===== config.mk =====
export PLATFORM = sky130hd
export DESIGN_NAME = ram_port_arbiter_flat
export DESIGN_NICKNAME = d
export VERILOG_FILES = /design/src/rtl/ram_port_arbiter_pkg.sv /design/src/rtl/ram_port_arbiter_if.sv /design/src/rtl/ram_port_arbiter_dualport_ram.sv /design/src/rtl/ram_port_arbiter.sv /design/src/flat_wrapper.sv
export SDC_FILE = /design/constraint.sdc
export NUM_CORES = 1
export LEC_CHECK = 0
export CAP_MARGIN = 20
export CORE_UTILIZATION = 36
export DETAILED_ROUTE_END_ITERATION = 6
export HOLD_SLACK_MARGIN = 0.06
export PLACE_DENSITY = 0.64
export SKIP_CTS_REPAIR_TIMING = 1
export SLEW_MARGIN = 20
export SYNTH_ARGS = -nofsm -noshare
export SYNTH_HDL_FRONTEND = slang
export SYNTH_SLANG_ARGS = --single-unit

===== constraint.sdc =====
create_clock -name clk -period 4.58 [get_ports clk]
set_clock_uncertainty 0.15 [all_clocks]
set_input_delay 0.458 -clock clk [delete_from_list [all_inputs] [get_ports clk]]
set_output_delay 0.458 -clock clk [all_outputs]
set_load 0.03 [all_outputs]

===== src/rtl/ram_port_arbiter_pkg.sv =====
// Shared constants and the port-stage record for the two-port RAM arbiter.
package ram_port_arbiter_pkg;

    localparam int DEF_ADDR_W = 4;
    localparam int DEF_DATA_W = 8;
    localparam int CID_W      = 3;   // wide enough for up to 8 clients

    // One captured access waiting for its RAM edge.
    typedef struct packed {
        logic                  valid;
        logic                  we;
        logic [DEF_ADDR_W-1:0] addr;
        logic [DEF_DATA_W-1:0] wdata;
        logic [CID_W-1:0]      cid;
    } port_stage_t;

    localparam port_stage_t STAGE_IDLE = '0;

endpackage


===== src/rtl/ram_port_arbiter_if.sv =====
// Client-side bus of the RAM arbiter; master = the clients, slave = the arbiter.
interface ram_port_arbiter_if
    import ram_port_arbiter_pkg::*;
#(
    parameter int NUM_CLIENTS = 4,
    parameter int ADDR_W      = DEF_ADDR_W,
    parameter int DATA_W      = DEF_DATA_W
);
    logic [NUM_CLIENTS-1:0]        req;
    logic [NUM_CLIENTS-1:0]        we;
    logic [NUM_CLIENTS*ADDR_W-1:0] addr;
    logic [NUM_CLIENTS*DATA_W-1:0] wdata;
    logic [NUM_CLIENTS-1:0]        gnt;
    logic [NUM_CLIENTS-1:0]        rvalid;
    logic [NUM_CLIENTS*DATA_W-1:0] rdata;

    modport master (output req, we, addr, wdata, input gnt, rvalid, rdata);
    modport slave  (input req, we, addr, wdata, output gnt, rvalid, rdata);
endinterface


===== src/rtl/ram_port_arbiter_dualport_ram.sv =====
// Dual-port RAM with synchronous read-first ports; on a same-address double write port B wins.
module dualport_ram #(
    parameter int ADDR_W = 4,
    parameter int DATA_W = 8
) (
    input  logic              clk,
    input  logic              w_a,
    input  logic              w_b,
    input  logic [ADDR_W-1:0] add_a,
    input  logic [ADDR_W-1:0] add_b,
    input  logic [DATA_W-1:0] d_in_a,
    input  logic [DATA_W-1:0] d_in_b,
    output logic [DATA_W-1:0] d_out_a,
    output logic [DATA_W-1:0] d_out_b
);
    logic [DATA_W-1:0] mem [2**ADDR_W];

    always_ff @(posedge clk) begin
        if (w_a) mem[add_a] <= d_in_a;
        if (w_b) mem[add_b] <= d_in_b;
        d_out_a <= mem[add_a];
        d_out_b <= mem[add_b];
    end
endmodule


===== src/rtl/ram_port_arbiter.sv =====
// Round-robin arbiter granting up to two clients per cycle onto a dual-port RAM.
// Define RAM_ARB_COLLISION_EN to defer the second winner on a same-address write conflict.
module ram_port_arbiter
    import ram_port_arbiter_pkg::*;
#(
    parameter int NUM_CLIENTS = 4,
    parameter int ADDR_W      = DEF_ADDR_W,
    parameter int DATA_W      = DEF_DATA_W
) (
    input  logic              clk,
    input  logic              rst,
    ram_port_arbiter_if.slave bus
);
    logic [CID_W-1:0]       ptr;
    logic [NUM_CLIENTS-1:0] first_oh;
    logic [NUM_CLIENTS-1:0] second_oh;
    logic [NUM_CLIENTS-1:0] rv;
    logic [ADDR_W-1:0]      addr_c  [NUM_CLIENTS];
    logic [DATA_W-1:0]      wdata_c [NUM_CLIENTS];
    logic [DATA_W-1:0]      rdata_q [NUM_CLIENTS];
    logic [DATA_W-1:0]      rd_cur  [NUM_CLIENTS];
    port_stage_t            cand_a, cand_b, stage_a, stage_b;
    logic                   collide;
    logic                   pend_a, pend_b;
    logic [CID_W-1:0]       pcid_a, pcid_b, last_cid;
    logic [DATA_W-1:0]      d_out_a, d_out_b;
    int                     best1, best2;

    for (genvar i = 0; i < NUM_CLIENTS; i++) begin : g_slice
        assign addr_c[i]  = bus.addr[i*ADDR_W +: ADDR_W];
        assign wdata_c[i] = bus.wdata[i*DATA_W +: DATA_W];
        assign bus.rdata[i*DATA_W +: DATA_W] = rd_cur[i];
    end

    // Distance of a client from the pointer in upward, wrapping search order.
    function automatic int rank_of(input int idx, input logic [CID_W-1:0] p);
        return (idx + NUM_CLIENTS - int'(p)) % NUM_CLIENTS;
    endfunction

    always_comb begin
        best1 = NUM_CLIENTS;
        best2 = NUM_CLIENTS;
        for (int i = 0; i < NUM_CLIENTS; i++) begin
            if (bus.req[i]) begin
                if (rank_of(i, ptr) < best1) begin
                    best2 = best1;
                    best1 = rank_of(i, ptr);
                end else if (rank_of(i, ptr) < best2) begin
                    best2 = rank_of(i, ptr);
                end
            end
        end
        first_oh  = '0;
        second_oh = '0;
        for (int i = 0; i < NUM_CLIENTS; i++) begin
            first_oh[i]  = bus.req[i] && (rank_of(i, ptr) == best1);
            second_oh[i] = bus.req[i] && (rank_of(i, ptr) == best2);
        end
    end

    always_comb begin
        cand_a  = STAGE_IDLE;
        cand_b  = STAGE_IDLE;
        collide = 1'b0;
        for (int i = 0; i < NUM_CLIENTS; i++) begin
            if (first_oh[i])
                cand_a = '{valid: 1'b1, we: bus.we[i], addr: addr_c[i],
                           wdata: wdata_c[i], cid: CID_W'(i)};
            if (second_oh[i])
                cand_b = '{valid: 1'b1, we: bus.we[i], addr: addr_c[i],
                           wdata: wdata_c[i], cid: CID_W'(i)};
        end
`ifdef RAM_ARB_COLLISION_EN
        collide = cand_a.valid && cand_b.valid && (cand_a.addr == cand_b.addr) &&
                  (cand_a.we || cand_b.we);
`endif
        if (collide) cand_b = STAGE_IDLE;
    end

    assign bus.gnt  = rst ? '0 : (first_oh | (second_oh & {NUM_CLIENTS{!collide}}));
    assign last_cid = cand_b.valid ? cand_b.cid : cand_a.cid;

    // Stage captures on the grant edge; the RAM acts on the next edge, then the read flag follows.
    always_ff @(posedge clk or posedge rst) begin
        if (rst) begin
            ptr     <= '0;
            stage_a <= STAGE_IDLE;
            stage_b <= STAGE_IDLE;
            pend_a  <= 1'b0;
            pend_b  <= 1'b0;
            pcid_a  <= '0;
            pcid_b  <= '0;
        end else begin
            pend_a  <= stage_a.valid && !stage_a.we;
            pend_b  <= stage_b.valid && !stage_b.we;
            pcid_a  <= stage_a.cid;
            pcid_b  <= stage_b.cid;
            stage_a <= cand_a;
            stage_b <= cand_b;
            if (cand_a.valid)
                ptr <= CID_W'((int'(last_cid) + 1) % NUM_CLIENTS);
        end
    end

    always_comb begin
        rv = '0;
        for (int i = 0; i < NUM_CLIENTS; i++) begin
            rd_cur[i] = rdata_q[i];
            if (pend_b && (pcid_b == CID_W'(i))) begin
                rv[i]     = 1'b1;
                rd_cur[i] = d_out_b;
            end
            if (pend_a && (pcid_a == CID_W'(i))) begin
                rv[i]     = 1'b1;
                rd_cur[i] = d_out_a;
            end
        end
    end

    assign bus.rvalid = rv;

    always_ff @(posedge clk or posedge rst) begin
        if (rst) begin
            for (int i = 0; i < NUM_CLIENTS; i++) rdata_q[i] <= '0;
        end else begin
            for (int i = 0; i < NUM_CLIENTS; i++)
                if (rv[i]) rdata_q[i] <= rd_cur[i];
        end
    end

    dualport_ram #(.ADDR_W(ADDR_W), .DATA_W(DATA_W)) u_ram (
        .clk     (clk),
        .w_a     (stage_a.valid && stage_a.we),
        .w_b     (stage_b.valid && stage_b.we),
        .add_a   (stage_a.addr),
        .add_b   (stage_b.addr),
        .d_in_a  (stage_a.wdata),
        .d_in_b  (stage_b.wdata),
        .d_out_a (d_out_a),
        .d_out_b (d_out_b)
    );
endmodule


===== src/flat_wrapper.sv =====
// flat-port wrapper written by rule: the top's interface ports become plain ports
module ram_port_arbiter_flat import ram_port_arbiter_pkg::*;
#(
    parameter int NUM_CLIENTS = 4,
    parameter int ADDR_W      = DEF_ADDR_W,
    parameter int DATA_W      = DEF_DATA_W
)
  (clk, rst, bus_req, bus_we, bus_addr, bus_wdata, bus_gnt, bus_rvalid, bus_rdata);
  ram_port_arbiter_if #(.NUM_CLIENTS(NUM_CLIENTS), .ADDR_W(ADDR_W), .DATA_W(DATA_W)) bus_i ();
  input  logic clk;
  input  logic rst;
  input wire logic [$bits(bus_i.req)-1:0] bus_req;
  input wire logic [$bits(bus_i.we)-1:0] bus_we;
  input wire logic [$bits(bus_i.addr)-1:0] bus_addr;
  input wire logic [$bits(bus_i.wdata)-1:0] bus_wdata;
  output wire logic [$bits(bus_i.gnt)-1:0] bus_gnt;
  output wire logic [$bits(bus_i.rvalid)-1:0] bus_rvalid;
  output wire logic [$bits(bus_i.rdata)-1:0] bus_rdata;
  assign bus_i.req = bus_req;
  assign bus_i.we = bus_we;
  assign bus_i.addr = bus_addr;
  assign bus_i.wdata = bus_wdata;
  assign bus_gnt = bus_i.gnt;
  assign bus_rvalid = bus_i.rvalid;
  assign bus_rdata = bus_i.rdata;
  ram_port_arbiter #(.NUM_CLIENTS(NUM_CLIENTS), .ADDR_W(ADDR_W), .DATA_W(DATA_W)) u_core (.clk(clk), .rst(rst), .bus(bus_i));
endmodule

==> run summary, run 1 <==
The most area-hungry cell type in the Yosys netlist is edfxtp_1. For this run, the number of Yosys warnings is 0. The time the worst path needs with I/O delays and setup is 4820 ps. Setup repair after global routing could not meet its margin everywhere.

The run finished, with violations left. VDD sags by at most 0.320 mV. At the pin with the least slew margin, the transition time is 1120 ps. The per-instance average area after synthesis came out at 13.6 um^2.

Yosys attributes the largest share of cell area to edfxtp_1 (32%), dfrtp_1 (15%), mux4_2 (15%). Of all nets on the critical path, the largest fanout is 3. The number of different library cells in the post-synthesis netlist is 61.

The synthesized netlist occupies a cell area of 11900 um^2. The sequential fraction of the synthesis area is 0.501. The static leakage power is 5.44 nW. At the later pin of the worst-skew pair, clock insertion delay measures 520 ps.

The post-route setup TNS is -623 ps. The initial cell density of the core came out at 0.366. The setup slack at placement is -326 ps. The first global-routing pass estimated 48100 um of wire. In this run the tightest slew margin relative to its limit is 0.252.

The largest individual stage delay along the critical path comes from the cell dfrtp_2. The core region is 32500 um^2. The placed wire-length estimate after detailed placement is 22300 um. The total of buffers placed on input and output ports is 97.

The overall via count from detail_route is 8280. The worst setup path is captured at an output pin. The H-tree level count is 1. Counting stages on the worst path, the most repeated cell is buf_6. The total length of routed wires came out at 30800 um.

The number of DRC markers in iteration 0 is 698. The max-cap check violation count is 0. The fraction of layout cells with a size suffix above 1 came out at 0.370. Synthesis produced a netlist with a net count of 936. The post-route worst hold slack is 197 ps. The first detailed-routing pass took 7 iterations. The share of the synthesized area in the top cell type came out at 0.323. After synthesis the netlist holds a flip-flop and latch count of 216. The arrival time of data at the critical path endpoint is 4210 ps.

For this run, design rule violations remaining after detail routing come to 0. The delay of the slowest critical-path stage came out at 440 ps. The net total in the final layout is 1054. The overall die height came out at 184 um. The total CTS buffers is 25. Counting cells, the worst reg-to-reg path comes to 19. The aggregate global-route resource usage is 0.184. STA classifies the critical path startpoint as a register. The die width is 184 um. The launch point of the worst reg-to-reg path is u_core.ptr[0]. The number of global-route vias before repair is 8217. The post-synthesis async set-or-reset flop share is 0.333. The repair_antennas step left the layout with diodes totalling 0. The post-route fraction of the period consumed by the critical path is 1.05. In the post-synthesis netlist, the cell with the most instances is mux2_2. The final routed wire length divided by cell count came out at 21.2 um. The post-layout worst setup margin came out at -239 ps. The clock tree root driver cell is clkbuf_16. The last weighted congestion value of the routability-driven placer is 0.904. The number of max-slew violations in the final report is 0. The count of endpoints failing hold in the final timing report is 0. The die covers 33800 um^2.

The end point of the critical path is bus_gnt[1]. The via count normalized by instance count is 5.70. The worst setup path is of the register to output pin kind. The critical path required time is 3970 ps. In the synthesized netlist the dominant register cell turns out to be edfxtp_1. The min-delay analysis places its worst path in the category register to register.

In this run the register-to-register setup slack is 220 ps. The number of sinks handled by clock tree synthesis is 216. The area growth from synthesis to final layout is 24.0%. In this run the core area contains 66 standard-cell rows. The largest net degree at the start of global routing came out at 73.

The leftover overflow at the end of global routing came out at 0. The number of antenna violations at the first check in global routing is 0. Synthesis handed over a netlist of 874 instances. No sink is reached through more buffers than the 3 on the longest clock path. The checks that failed: setup timing. In this run the power density over the cells is 707 nW/um^2. In this run the worst setup path begins at u_core.ptr[0]. The clock transition time at the flip-flop clock pins of the worst setup and hold paths came out at 60 ps. The count of nets left with antenna violations once routing finished came out at 0. The highest clock rate came out at 208 MHz.

Traced cell by cell, the critical path runs through nor2b_4 -> nand3_2 -> and2_4 -> ha_4 -> nor3_4 -> nor2_4 -> buf_6 -> a32oi_2 -> inv_2 -> ha_4 -> or2_4 -> a21oi_4 -> nor3_2 -> o31ai_2 -> nand3_2 -> buf_6 -> nor4_4 -> nor2_2 -> nor2_4 -> buf_6. The end of the worst register-to-register path is u_core.stage_b[12]. The setup violation total in the final timing report came out at 3.

For this design the top-level I/O count stands at 98. Counting instances in the post-synthesis netlist gives the leading cell types as mux2_2 (129), edfxtp_1 (128), mux4_2 (80). The CTS tree is done. The number of enable flip-flop cells after synthesis is 128.
==> layer usage <==
layer  global-route usage  part of all wire  vias to the layer above
li1                     -                 -                     3707
met1                0.252              0.43                     4158
met2                0.309              0.48                      374
met3               0.0279             0.070                       41
met4               0.0373             0.018                        0
met5                    0                 0                        -
==> cell type report <==
cell class | count | area [um^2]
Tap cell | 442 | 553
Multi-Input combinational cell | 575 | 5900
Sequential cell | 216 | 5970
Clock inverter | 13 | 96.3
Timing Repair Buffer | 164 | 1520
Clock buffer | 32 | 703
Fill cell | 2929 | 17800
Inverter | 10 | 37.5
==> how the worst min path moves through the flow <==
stage,from,to,slack (ps),depth (start not counted)
CTS,u_core.stage_a[0],u_core.pcid_a[0],200,0
detailed placement,u_core.stage_a[0],u_core.pcid_a[0],180,0
global route,u_core.stage_a[0],u_core.pcid_a[0],210,0
finish,u_core.stage_a[0],u_core.pcid_a[0],200,0
floorplan,u_core.stage_a[0],u_core.pcid_a[0],180,0
global placement,u_core.stage_a[0],u_core.pcid_a[0],190,0
==> critical path: cells and delay by family, from the launching register on <==
kind	cells	cell delay, ps
AND/OR/NAND/NOR	11	1740
AO/OA/AOI/OAI	3	650
flip-flops	1	440
buffers and inverters	4	480
adder cells (fa/ha/maj)	2	390
==> kinds of logic (layout without fill, tap and decap cells) <==
family / count (synthesis) / count (layout) / share of synthesized area
xor+xnor: 3 / 3 / 0.00221
compound gates: 162 / 162 / 0.0971
buf+inv: 83 / 219 / 0.0280
simple gates: 164 / 164 / 0.0665
flops: 216 / 216 / 0.501
mux: 242 / 242 / 0.301
fa+ha+maj: 4 / 4 / 0.00420
==> state kept, by name (all words and copies together) (netlist names), 2 cells and up <==
register / count
u_core.stage_b: 16
u_core.u_ram.d_out_a: 8
u_core.rdata_q: 32
u_core.pcid_b: 2
u_core.pcid_a: 2
u_core.stage_a: 16
u_core.u_ram.d_out_b: 8
u_core.u_ram.mem: 128
u_core.ptr: 2
==> metrics by stage <==
| stage | util | power, mW | area, um^2 | cells |
|---|---|---|---|---|
| floorplan | - | 6.37 | 12000 | 874 |
| global placement | 0.419 | 8.06 | 13600 | 1395 |
| detailed placement | 0.419 | 8.13 | 13600 | 1395 |
| CTS | 0.444 | 10.1 | 14400 | 1440 |
| global route | 0.454 | 11.0 | 14800 | 1452 |
| finish | 0.454 | 10.4 | 14800 | 1452 |
==> layout by cell type, fill, tap and decap left out, types with 4 or more instances in the layout <==
cell type	instances
mux2_2	129
edfxtp_1	128
clkdlybuf4s50_1	91
mux4_2	80
nand2_1	70
dfrtp_1	69
o21ai_0	68
buf_4	61
mux2i_1	32
nor2_1	26
clkbuf_16	26
dfxtp_1	16
a221o_1	14
a22o_1	13
a222oi_1	13
nand2b_1	10
o22ai_1	9
inv_1	7
clkinv_2	7
or3_1	6
nand3_1	6
o21ai_1	5
buf_6	5
a21oi_1	4
nor3_1	4
ha_4	4
==> report_power, final <==
part / total [mW] / leakage (nW) / internal, mW / switching [mW]
logic: 5.25 / 2.85 / 2.66 / 2.58
registers: 3.28 / 2.18 / 2.65 / 0.629
clock network: 1.92 / 0.406 / 1.14 / 0.779
total: 10.4 / 5.44 / 6.46 / 3.99
No activity file was read; power rests on OpenSTA's default activity.
==> inputs of run 2 (changes only) <==
Settings changed: ABC_AREA set to 1, CORE_MARGIN set to 2.
==> run 2 against run 1 <==
Against the previous run:
- the run now ends clean
- area after synthesis grew 0.11%
- fmax grew 10%
- sequential power shrank 6%
- synthesized cell count grew 57%
==> run summary, run 2 <==
The post-detailed-route count of antenna-violating nets is 0 (unchanged). The largest net degree at the start of global routing came to 45 (-38%). The number of standard cells after synthesis came to 1376 (+57%). The combined area of all synthesized cells came out at 11900 um^2 (+0.11%). The final routed wire length divided by cell count came out at 20.7 um (-2.5%).

The total length of routed wires is 39600 um (+29%). The global-route wire length before repair came out at 60300 um (+25%). The critical path required time came out at 3970 ps (about the same).

The sequential fraction of the synthesis area is 0.500 (-0.000525). The highest fanout seen on the critical path came out at 5 (+2). The number of global-route vias before repair is 10434 (+27%).

The clock insertion delay at the later pin of the skew report is 530 ps (about the same). Yosys attributes the largest share of cell area to edfxtp_1 (32%), dfrtp_1 (15%), nand2_1 (12%). The final non-filler cell area was 14300 um^2 (-3.1%). The total of buffers placed on input and output ports came out at 97 (unchanged). The total core area came out at 32600 um^2 (+0.25%).

TritonCTS built the clock tree. The net total in the final layout came out at 1520 (+44%). The highest clock rate came to 229 MHz (+10%). The cell area after placement is 13400 um^2 (-2.0%).

The total chip power is 10.5 mW (+0.50%). The share of the synthesized area in the top cell type came to 0.322 (-0.000338). The register with the most flip-flops in the final layout is u_core.u_ram.mem. Leaving out fill and tap cells, the most frequent cell in the layout is nand2_1.

The worst ir drop on vdd was 0.393 mV (+23%). The clock transition time at the flip-flop clock pins of the worst setup and hold paths is 60 ps (about the same). The arrival time of data at the critical path endpoint came out at 3760 ps (-450 ps).

After synthesis, the most frequently instantiated cells are nand2_1 (385), inv_1 (147), o21ai_0 (147). The number of optimization iterations in the first detailed-route pass is 6 (-1). The overall die height is 186 um (+1.1%). The number of max-slew violations in the final report is 0 (unchanged). The placed wire-length estimate after detailed placement was 27100 um (+21%). The library cells used most frequently in the layout, excluding fill and tap cells, are nand2_1 (381), inv_1 (146), o21ai_0 (142). The measured slew at the worst slew-check pin came to 1010 ps (-115 ps). The number of DRC markers in iteration 0 came out at 1140 (+63%). The flip-flop count of the largest register, all copies and words added came to 128 (unchanged). The most numerous cell type found on the critical path is nand2_2. The worst setup path is launched from a register. The die area came to 34600 um^2 (+2.3%).

The synthesis-stage register bit count is 216 (unchanged). The number of antenna violations at the first check in global routing is 0 (unchanged). The worst-case clock buffer depth came to 3 (unchanged). The largest registers in the layout are u_core.u_ram.mem (128), u_core.rdata_q (32). The leftover overflow at the end of global routing is 0 (unchanged). The Yosys warning count came to 0 (unchanged). The setup violation total in the final timing report is 0 (-3). The initial cell density of the core is 0.366 (-0.000543). The most instantiated library cell after synthesis is nand2_1.

The last weighted congestion value of the routability-driven placer was 0.914 (+1.2%). edfxtp_1 takes more of the synthesized area than any other cell. The post-route fraction of the period consumed by the critical path is 0.953 (-0.0987). The total DRC errors in the routed layout came to 0 (unchanged). The worst min-delay path category is register to register.

The total CTS buffers is 24 (-4.0%). The via count normalized by instance count came out at 5.66 (-0.66%). The I/O pin count is 98 (unchanged). The fraction of layout cells with a size suffix above 1 is 0.104 (-0.266).

The count of endpoints failing hold in the final timing report came out at 0 (unchanged). The post-synthesis async set-or-reset flop share is 0.333 (unchanged). CTS placed an instance of clkbuf_16 at the clock tree root. The number of enable flip-flop cells after synthesis came out at 128 (unchanged). The number of different library cells in the post-synthesis netlist came out at 38 (-38%). The slack of the worst reg-to-reg path came to 790 ps (+570 ps). The aggregate global-route resource usage was 0.229 (+0.0448). The flow ran to the end, and the final reports show no timing, DRC or antenna violations.

The primary flip-flop cell chosen by synthesis mapping is edfxtp_1. From synthesis to final layout, the design area changed by 20.0%. Among all stages on the critical path, the largest delay is contributed by dfrtp_2. The count of standard-cell rows was 66 (unchanged). The time the worst path needs with I/O delays and setup came to 4370 ps (-452 ps). The power per standard cell area is 734 nW/um^2 (+3.8%).

STA classifies the critical path endpoint as an output pin. The H-tree level count was 1 (unchanged). The per-instance average area after synthesis was 8.67 um^2 (-36%). The overall via count from detail_route is 10865 (+31%).

The synthesized netlist net count came out at 1438 (+54%). The layout filler cell count is 3146 (+7.4%). The delay of the slowest critical-path stage was 450 ps (about the same). The static leakage power is 5.70 nW (+4.8%). The setup path with the least slack is of type register to output pin. The number of sinks handled by clock tree synthesis is 216 (unchanged). The die width is 186 um (+1.1%). The max-cap check violation count is 0 (unchanged). The normalized max-slew margin is 0.327 (+0.0750).

The number of antenna diodes is 0 (unchanged).
[run 2: cell types whose count changed after synthesis, moves of 65 or more]
| cell | delta |
|---|---|
| mux4_2 | -80 |
| o221ai_1 | +65 |
| o21ai_0 | +72 |
| mux2_2 | -129 |
| inv_1 | +137 |
| nand2_1 | +315 |
[run 2: area by class of cell]
cell class | count | area (um^2) | area share
well taps | 442 | 553 | 0.0386
repair buffers | 145 | 1330 | 0.0929
inverters | 157 | 594 | 0.0415
flip-flops and latches | 216 | 5970 | 0.417
clock buffers | 35 | 703 | 0.0491
clock inverters | 9 | 100 | 0.00699
multi-input cells | 914 | 5060 | 0.354
[run 2: worst max-delay path: cells and delay by family (launching register included)]
kind            cells  cell delay (ps)
flops               1              450
fa+ha+maj           2              550
simple gates       14             1450
compound gates      3              270
buf+inv             6              520
[run 2: cells by family after synthesis]
kind of cell,after synthesis,share of synthesized area
compound gates,364,0.210
simple gates,546,0.203
buf+inv,246,0.0830
fa+ha+maj,4,0.00420
flops,216,0.500
[run 2: routing by layer]
metal,up-vias,part of all wire,GRT usage,routed length (um)
li1,5042,-,-,-
met1,5142,0.43,0.313,17000
met2,588,0.46,0.372,18200
met3,93,0.084,0.0358,3330
met4,0,0.028,0.0721,1120
met5,-,0,0,0
[run 2: where the power goes]
group | internal [mW] | switching [mW] | total, mW | leakage (nW)
logic | 1.91 | 3.54 | 5.45 | 3.15
registers | 2.65 | 0.435 | 3.09 | 2.16
clock network | 1.18 | 0.788 | 1.96 | 0.391
[run 2: metrics by stage]
stage	std cells	worst slack [ps]	setup TNS [ps]	hold WS, ps	util
floorplan	1376	643	0	181	-
global placement	1866	115	0	188	0.410
detailed placement	1866	25.7	0	192	0.410
CTS	1910	10.5	0	209	0.434
global route	1918	-24.4	-41.3	214	0.439
finish	1918	213	0	206	0.439
[run 2: path summary, 6_finish.rpt]
check / from / end / cells after the start
max in group asynchronous: rst / u_core.rdata_q[3] / 3
max reg2reg: u_core.ptr[0] / u_core.stage_a[9] / 24
min in group asynchronous: rst / u_core.stage_a[16] / 2
max: u_core.ptr[0] / bus_gnt[0] / 25
min: u_core.stage_a[1] / u_core.pcid_a[1] / 0
min reg2reg: u_core.stage_a[1] / u_core.pcid_a[1] / 0
==> inputs of run 3 (changes only) <==
Settings changed: ABC_CLOCK_PERIOD_IN_PS set to 4580, HOLD_SLACK_MARGIN 0.06 to unset.
==> results of run 3 <==
Final layout, timing and power as in run 2 (identical DEF).
